[src/rtl/fnd_pkg.sv]
// Shared constants for the multiplexed 7-segment display driver.
// Segment vectors are active-low {a,b,c,d,e,f,g}; commons are active-low.
package fnd_pkg;

  localparam int unsigned N_DIG = 6;

  localparam logic [6:0] SEG_OFF  = 7'h7F;
  localparam logic [6:0] SEG_DASH = 7'b1111110;
  localparam logic [5:0] COM_OFF  = 6'b111111;
  localparam logic       DP_OFF   = 1'b1;

  // Entry n is the pattern for BCD digit n.
  localparam logic [9:0][6:0] SEG_TABLE = {
    7'h04, 7'h00, 7'h0F, 7'h20, 7'h24, 7'h4C, 7'h06, 7'h12, 7'h4F, 7'h01
  };

  // Bit k set when digit k and every digit to its left are zero; the rightmost never blanks.
  function automatic logic [N_DIG-1:0] lead_zero_mask(input logic [N_DIG-1:0][3:0] dig);
    logic [N_DIG-1:0] mask;
    logic             run;
    mask = '0;
    run  = 1'b1;
    for (int k = 0; k < N_DIG - 1; k++) begin
      run     = run && (dig[k] == 4'd0);
      mask[k] = run;
    end
    return mask;
  endfunction

endpackage

[src/rtl/fnd_bcd_to_seg.sv]
// Combinational BCD to active-low 7-segment decoder; codes 10-15 show a dash.
module fnd_bcd_to_seg
  import fnd_pkg::*;
(
  input  logic [3:0] bcd_i,
  output logic [6:0] seg_o
);

  always_comb begin
    seg_o = SEG_DASH;
    if (bcd_i <= 4'd9) seg_o = SEG_TABLE[bcd_i];
  end

endmodule

[src/rtl/fnd_scan_driver.sv]
// Six-digit common-anode scan driver with per-scan frame latching and anti-ghost blanking.
// Optional leading-zero suppression is enabled by defining FND_LEADING_ZERO_BLANK_EN.
module fnd_scan_driver
  import fnd_pkg::*;
#(
  parameter int unsigned CLK_HZ    = 50_000_000,
  parameter int unsigned SCAN_HZ   = 6_000,
  parameter int unsigned BLANK_CYC = 500,
  parameter logic [5:0]  DP_MASK   = 6'b010100
) (
  input  logic       clk_i,
  input  logic       reset_ni,
  input  logic       en_i,
  input  logic [3:0] d_i,
  input  logic [3:0] e_i,
  input  logic [3:0] f_i,
  input  logic [3:0] g_i,
  input  logic [3:0] h_i,
  input  logic [3:0] i_i,
  output logic [5:0] com_o,
  output logic [6:0] seg_o,
  output logic       dp_o
);

  localparam int unsigned Div  = CLK_HZ / SCAN_HZ;
  localparam int unsigned PscW = $clog2(Div);

  logic [PscW-1:0]            psc_q, psc_d;
  logic [2:0]                 idx_q, idx_d;
  logic [N_DIG-1:0][3:0]      frame_q, frame_d;
  logic [5:0]                 com_q, com_d;
  logic [6:0]                 seg_q, seg_d;
  logic                       dp_q, dp_d;
  logic [N_DIG-1:0][3:0]      din;
  logic                       tick, wrap, lit, dig_blank;
  logic [6:0]                 dec_seg;

  // Index 0 is the leftmost digit (d).
  assign din  = {i_i, h_i, g_i, f_i, e_i, d_i};
  assign tick = en_i && (psc_q == PscW'(Div - 1));
  assign wrap = tick && (idx_q == 3'(N_DIG - 1));
  assign lit  = psc_q >= PscW'(BLANK_CYC);

  fnd_bcd_to_seg u_dec (
    .bcd_i (frame_q[idx_q]),
    .seg_o (dec_seg)
  );

`ifdef FND_LEADING_ZERO_BLANK_EN
  logic [N_DIG-1:0] lz_q, lz_d;

  assign lz_d      = wrap ? lead_zero_mask(din) : lz_q;
  assign dig_blank = lz_q[idx_q];

  always_ff @(posedge clk_i or negedge reset_ni) begin
    if (!reset_ni) lz_q <= '0;
    else           lz_q <= lz_d;
  end
`else
  assign dig_blank = 1'b0;
`endif

  always_comb begin
    psc_d   = psc_q;
    idx_d   = idx_q;
    frame_d = frame_q;
    if (en_i) psc_d = tick ? '0 : psc_q + PscW'(1);
    if (tick) idx_d = wrap ? 3'd0 : idx_q + 3'd1;
    if (wrap) frame_d = din;
  end

  // Outputs reflect the state seen at this edge, so they lag the counters by one clock.
  always_comb begin
    com_d = COM_OFF;
    seg_d = SEG_OFF;
    dp_d  = DP_OFF;
    if (en_i) begin
      seg_d = dig_blank ? SEG_OFF : dec_seg;
      if (lit) begin
        com_d = COM_OFF ^ (6'b100000 >> idx_q);
        dp_d  = ~DP_MASK[3'd5 - idx_q];
      end
    end
  end

  always_ff @(posedge clk_i or negedge reset_ni) begin
    if (!reset_ni) begin
      psc_q   <= '0;
      idx_q   <= '0;
      frame_q <= '0;
      com_q   <= COM_OFF;
      seg_q   <= SEG_OFF;
      dp_q    <= DP_OFF;
    end else begin
      psc_q   <= psc_d;
      idx_q   <= idx_d;
      frame_q <= frame_d;
      com_q   <= com_d;
      seg_q   <= seg_d;
      dp_q    <= dp_d;
    end
  end

  assign com_o = com_q;
  assign seg_o = seg_q;
  assign dp_o  = dp_q;

endmodule

[config.mk]
export PLATFORM = sky130hd
export DESIGN_NAME = fnd_scan_driver
export DESIGN_NICKNAME = d
export VERILOG_FILES = /design/src/rtl/fnd_pkg.sv /design/src/rtl/fnd_bcd_to_seg.sv /design/src/rtl/fnd_scan_driver.sv
export SDC_FILE = /design/constraint.sdc
export NUM_CORES = 1
export LEC_CHECK = 0
export CORE_MARGIN = 8
export CORE_UTILIZATION = 45
export CTS_BUF_LIST = sky130_fd_sc_hd__clkbuf_4 sky130_fd_sc_hd__clkbuf_8
export DETAILED_ROUTE_END_ITERATION = 6
export PLACE_DENSITY = 0.69
export SYNTH_ARGS = -nofsm -noshare
export SYNTH_HDL_FRONTEND = slang
export SYNTH_SLANG_ARGS = --single-unit
[constraint.sdc]
create_clock -name clk_i -period 3.1 [get_ports clk_i]
set_input_delay 0.62 -clock clk_i [delete_from_list [all_inputs] [get_ports clk_i]]
set_output_delay 0.62 -clock clk_i [all_outputs]
set_load 0.02 [all_outputs]
==> metrics.txt <==
Net Switching 0.000337 W; CTS tree done; beginning of the worst hold path frame_q[12]$_DFFE_PN0P_; x dimension of the die 92.5 um; number of buffers on the longest clock path 2; relative slew slack 29.4%; largest net degree at the start of global routing 50; Nets 304; combined global-route utilization of all metal layers 12.4%; number of global-route vias before repair 1870; switching part of the total 23.7%; setup repair after global routing missed its margin false; Async S/R FF share, synth 100%; slew at the pin closest to its max-slew limit 1060 ps; worst setup path class reg -> reg; filler cell count in the final layout 510; worst hold endpoint frame_q[12]$_DFFE_PN0P_; most used flip-flop cell after synthesis sky130_fd_sc_hd__dfrtp_1; endpoint type of the worst setup path flop; Setup Total Neg Slack 0 ps; minimum setup slack after placement 466 ps; YS warnings 0; clock power share 34.1%; Post-route DRC 0; Die ar. 8550 um2; number of search-and-repair iterations in the first detailed-routing pass 4; core area 5780 um2; clock transition time at the flip-flop clock pins of the worst setup and hold paths 100 ps; Avg Synthesized Cell Area 12.0 um2; result of the run finished clean; combinational share of power 9.6%; Req. time, crit path 3330 ps; arrival time of the worst setup path 2890 ps; static leakage power 1.52 nW; final estimated routing congestion in global placement 0.771; crit share post-route 85.8%; top area cells in the synthesized netlist sky130_fd_sc_hd__dfrtp_1 (39%), sky130_fd_sc_hd__dfstp_2 (14%), sky130_fd_sc_hd__mux2_1 (10%); Highest Signal Layer met4; detailed route wirelength on metal2 2400 um; Initial Utilization 45.5%; Min Clock Period, post-route 2660 ps; class of the tightest hold or removal check reg -> reg; drt via density 5.11; sum of routed wire length over all layers 4880 um; final HPWL from detailed placement 3660 um; sum of overflow across all layers after global routing 0; global-route wire length before repair 8670 um; Worst Hold Path Cells 1; Unique masters post-synth 37; num rows 28; total length of routed met3 wires 229 um; depth of the most critical reg-to-reg path 9; clock tree sinks 55; RR Startpoint idx_q[0]$_DFFE_PN0P_; total of flip-flops plus latches after synthesis 55; post-CTS setup buffer count 0; top-level I/O count 41; cts repair resizes 0; count of final hold-check violations 0; number of synthesized flops with an enable pin 0; clock latency on the worst-skew pair 310 ps; average wire length per cell after detail routing 14.3 um; category of the worst setup path launch point flop; final setup fails 0; fmax 376 MHz; syn_nets 259; vertical extent of the die 92.5 um; htree depth 2; Starting DRT DRC Count 71; Clk Tree Root Cell sky130_fd_sc_hd__clkbuf_8; antenna cell count 0; DRT antenna net count 0; peak ir drop on the vdd network 0.217 mV; PwrDens 441 nW/um2; number of buffers inserted by port buffering 40; post-cts hold buffer count 0; worst flop-to-flop path endpoint seg_o[3]$_DFF_PN1_; cell count after synthesis 219; number of antenna violations at the first check in global routing 0; part of the total power dissipated in sequential elements 56.4%; final worst setup slack 440 ps; layout cell share with drive strength beyond 1 13.2%; Max Transition Viols Final 0; Internal Power 0.00108 W; share of synthesized area occupied by flip-flops and latches 52.9%; top-count cell post-synth sky130_fd_sc_hd__dfrtp_1; leading area contributor after synthesis sky130_fd_sc_hd__dfrtp_1; commonest cells in the synthesized netlist sky130_fd_sc_hd__dfrtp_1 (41), sky130_fd_sc_hd__mux2_1 (24), sky130_fd_sc_hd__nor2_1 (22), sky130_fd_sc_hd__mux2i_1 (15), sky130_fd_sc_hd__dfstp_2 (14); maximum clock skew at final layout 6.36 ps; Yosys top cell area share 39.0%; wl on met1 2190 um; Critical Path Fanout Max 11; flop-to-flop setup slack 440 ps; Mapped Area 2630 um2; area growth from synthesis to layout 22.2%; Inserted Clock Buffers 5; reported max-cap violation count 0; Via Count 1737
area by class of cell:
class | instances | area (um2) | area share [%]
Sequential cell | 55 | 1390 | 43.3
Clock buffer | 6 | 76.3 | 2.37
Multi-Input combinational cell | 150 | 1160 | 35.9
Clock inverter | 2 | 38.8 | 1.21
Tap cell | 75 | 93.8 | 2.92
Inverter | 7 | 26.3 | 0.816
Timing Repair Buffer | 45 | 433 | 13.5
per-layer routing:
| layer | up-vias | track usage (%) |
|---|---|---|
| met5 | - | 0 |
| met4 | 0 | 3.62 |
| met3 | 6 | 4.13 |
| met2 | 30 | 20.0 |
| met1 | 856 | 15.5 |
| li1 | 845 | - |
sequential cells by signal, indices dropped and copies added (netlist names):
signal,cells
frame_q,24
psc_q,14
com_o,6
dp_o,1
seg_o,7
idx_q,3
cell usage in the layout, fill, tap and decap left out, types with 2 or more instances in the layout:
cell and count:
sky130_fd_sc_hd__dfrtp_1 41, sky130_fd_sc_hd__clkdlybuf4s50_1 39, sky130_fd_sc_hd__mux2_1 24, sky130_fd_sc_hd__nor2_1 22
sky130_fd_sc_hd__mux2i_1 15, sky130_fd_sc_hd__dfstp_2 14, sky130_fd_sc_hd__nand2_1 13, sky130_fd_sc_hd__ha_1 13
sky130_fd_sc_hd__nand3_1 9, sky130_fd_sc_hd__inv_1 7, sky130_fd_sc_hd__xnor2_1 7, sky130_fd_sc_hd__o21ai_0 5
sky130_fd_sc_hd__xor2_1 5, sky130_fd_sc_hd__clkbuf_8 5, sky130_fd_sc_hd__buf_4 5, sky130_fd_sc_hd__o22ai_1 4
sky130_fd_sc_hd__nor3_1 4, sky130_fd_sc_hd__and3_1 4, sky130_fd_sc_hd__nand2b_1 3, sky130_fd_sc_hd__or2_2 2
sky130_fd_sc_hd__or3_1 2, sky130_fd_sc_hd__a211o_1 2, sky130_fd_sc_hd__mux2_2 2, sky130_fd_sc_hd__nand4_1 2
worst max-delay path: stages (launching register included):
cell	delay, ps
sky130_fd_sc_hd__dfrtp_1	570
sky130_fd_sc_hd__or2_2	410
sky130_fd_sc_hd__o22ai_1	280
sky130_fd_sc_hd__nor2_1	160
sky130_fd_sc_hd__inv_1	110
sky130_fd_sc_hd__ha_1	190
sky130_fd_sc_hd__nor2_1	70
sky130_fd_sc_hd__nor3_1	240
sky130_fd_sc_hd__o21ai_0	180
sky130_fd_sc_hd__or3_1	380
power by group through the flow:
stage	combinational, W	sequential (W)	clock (W)
2_1_floorplan	0.0000655	0.000810	0
3_3_place_gp	0.000135	0.000813	0
3_5_place_dp	0.000141	0.000813	0
4_1_cts	0.000140	0.000801	0.000500
5_1_grt	0.000156	0.000808	0.000528
6_report	0.000136	0.000800	0.000484
cells by family (layout without fill, tap and decap cells):
| logic type | count (synthesis) | after routing | share of synthesized area [%] |
|---|---|---|---|
| and+or+nand+nor | 68 | 68 | 13.0 |
| xor gates and xnor gates | 12 | 12 | 3.99 |
| buffers and inverters | 14 | 60 | 3.14 |
| adders and majority gates | 13 | 13 | 6.18 |
| muxes | 41 | 41 | 16.8 |
| DFF | 55 | 55 | 52.9 |
| AOI/OAI and AO/OA | 16 | 16 | 3.90 |
per-stage QoR:
step	std cells	instance area (um2)	total power (W)	hold slack, ps	utilization, %
after CTS	340	3220	0.00144	499	55.7
final	340	3220	0.00142	493	55.7
after global routing	340	3220	0.00149	511	55.7
after floorplan	219	2630	0.000875	324	-
after detailed placement	332	3100	0.000953	475	53.7
after global placement	332	3100	0.000948	467	53.7
how the worst max path moves through the flow:
stage | from | cells past startpoint | end
2_1_floorplan | psc_q[0]$_DFFE_PN0P_ | 8 | frame_q[10]$_DFFE_PN0P_
3_3_place_gp | idx_q[0]$_DFFE_PN0P_ | 9 | seg_o[3]$_DFF_PN1_
3_5_place_dp | idx_q[0]$_DFFE_PN0P_ | 9 | seg_o[3]$_DFF_PN1_
4_1_cts | idx_q[0]$_DFFE_PN0P_ | 9 | seg_o[3]$_DFF_PN1_
5_1_grt | idx_q[0]$_DFFE_PN0P_ | 9 | seg_o[3]$_DFF_PN1_
6_report | idx_q[0]$_DFFE_PN0P_ | 9 | seg_o[3]$_DFF_PN1_
Note: power is estimated with default switching activity, not from simulation.
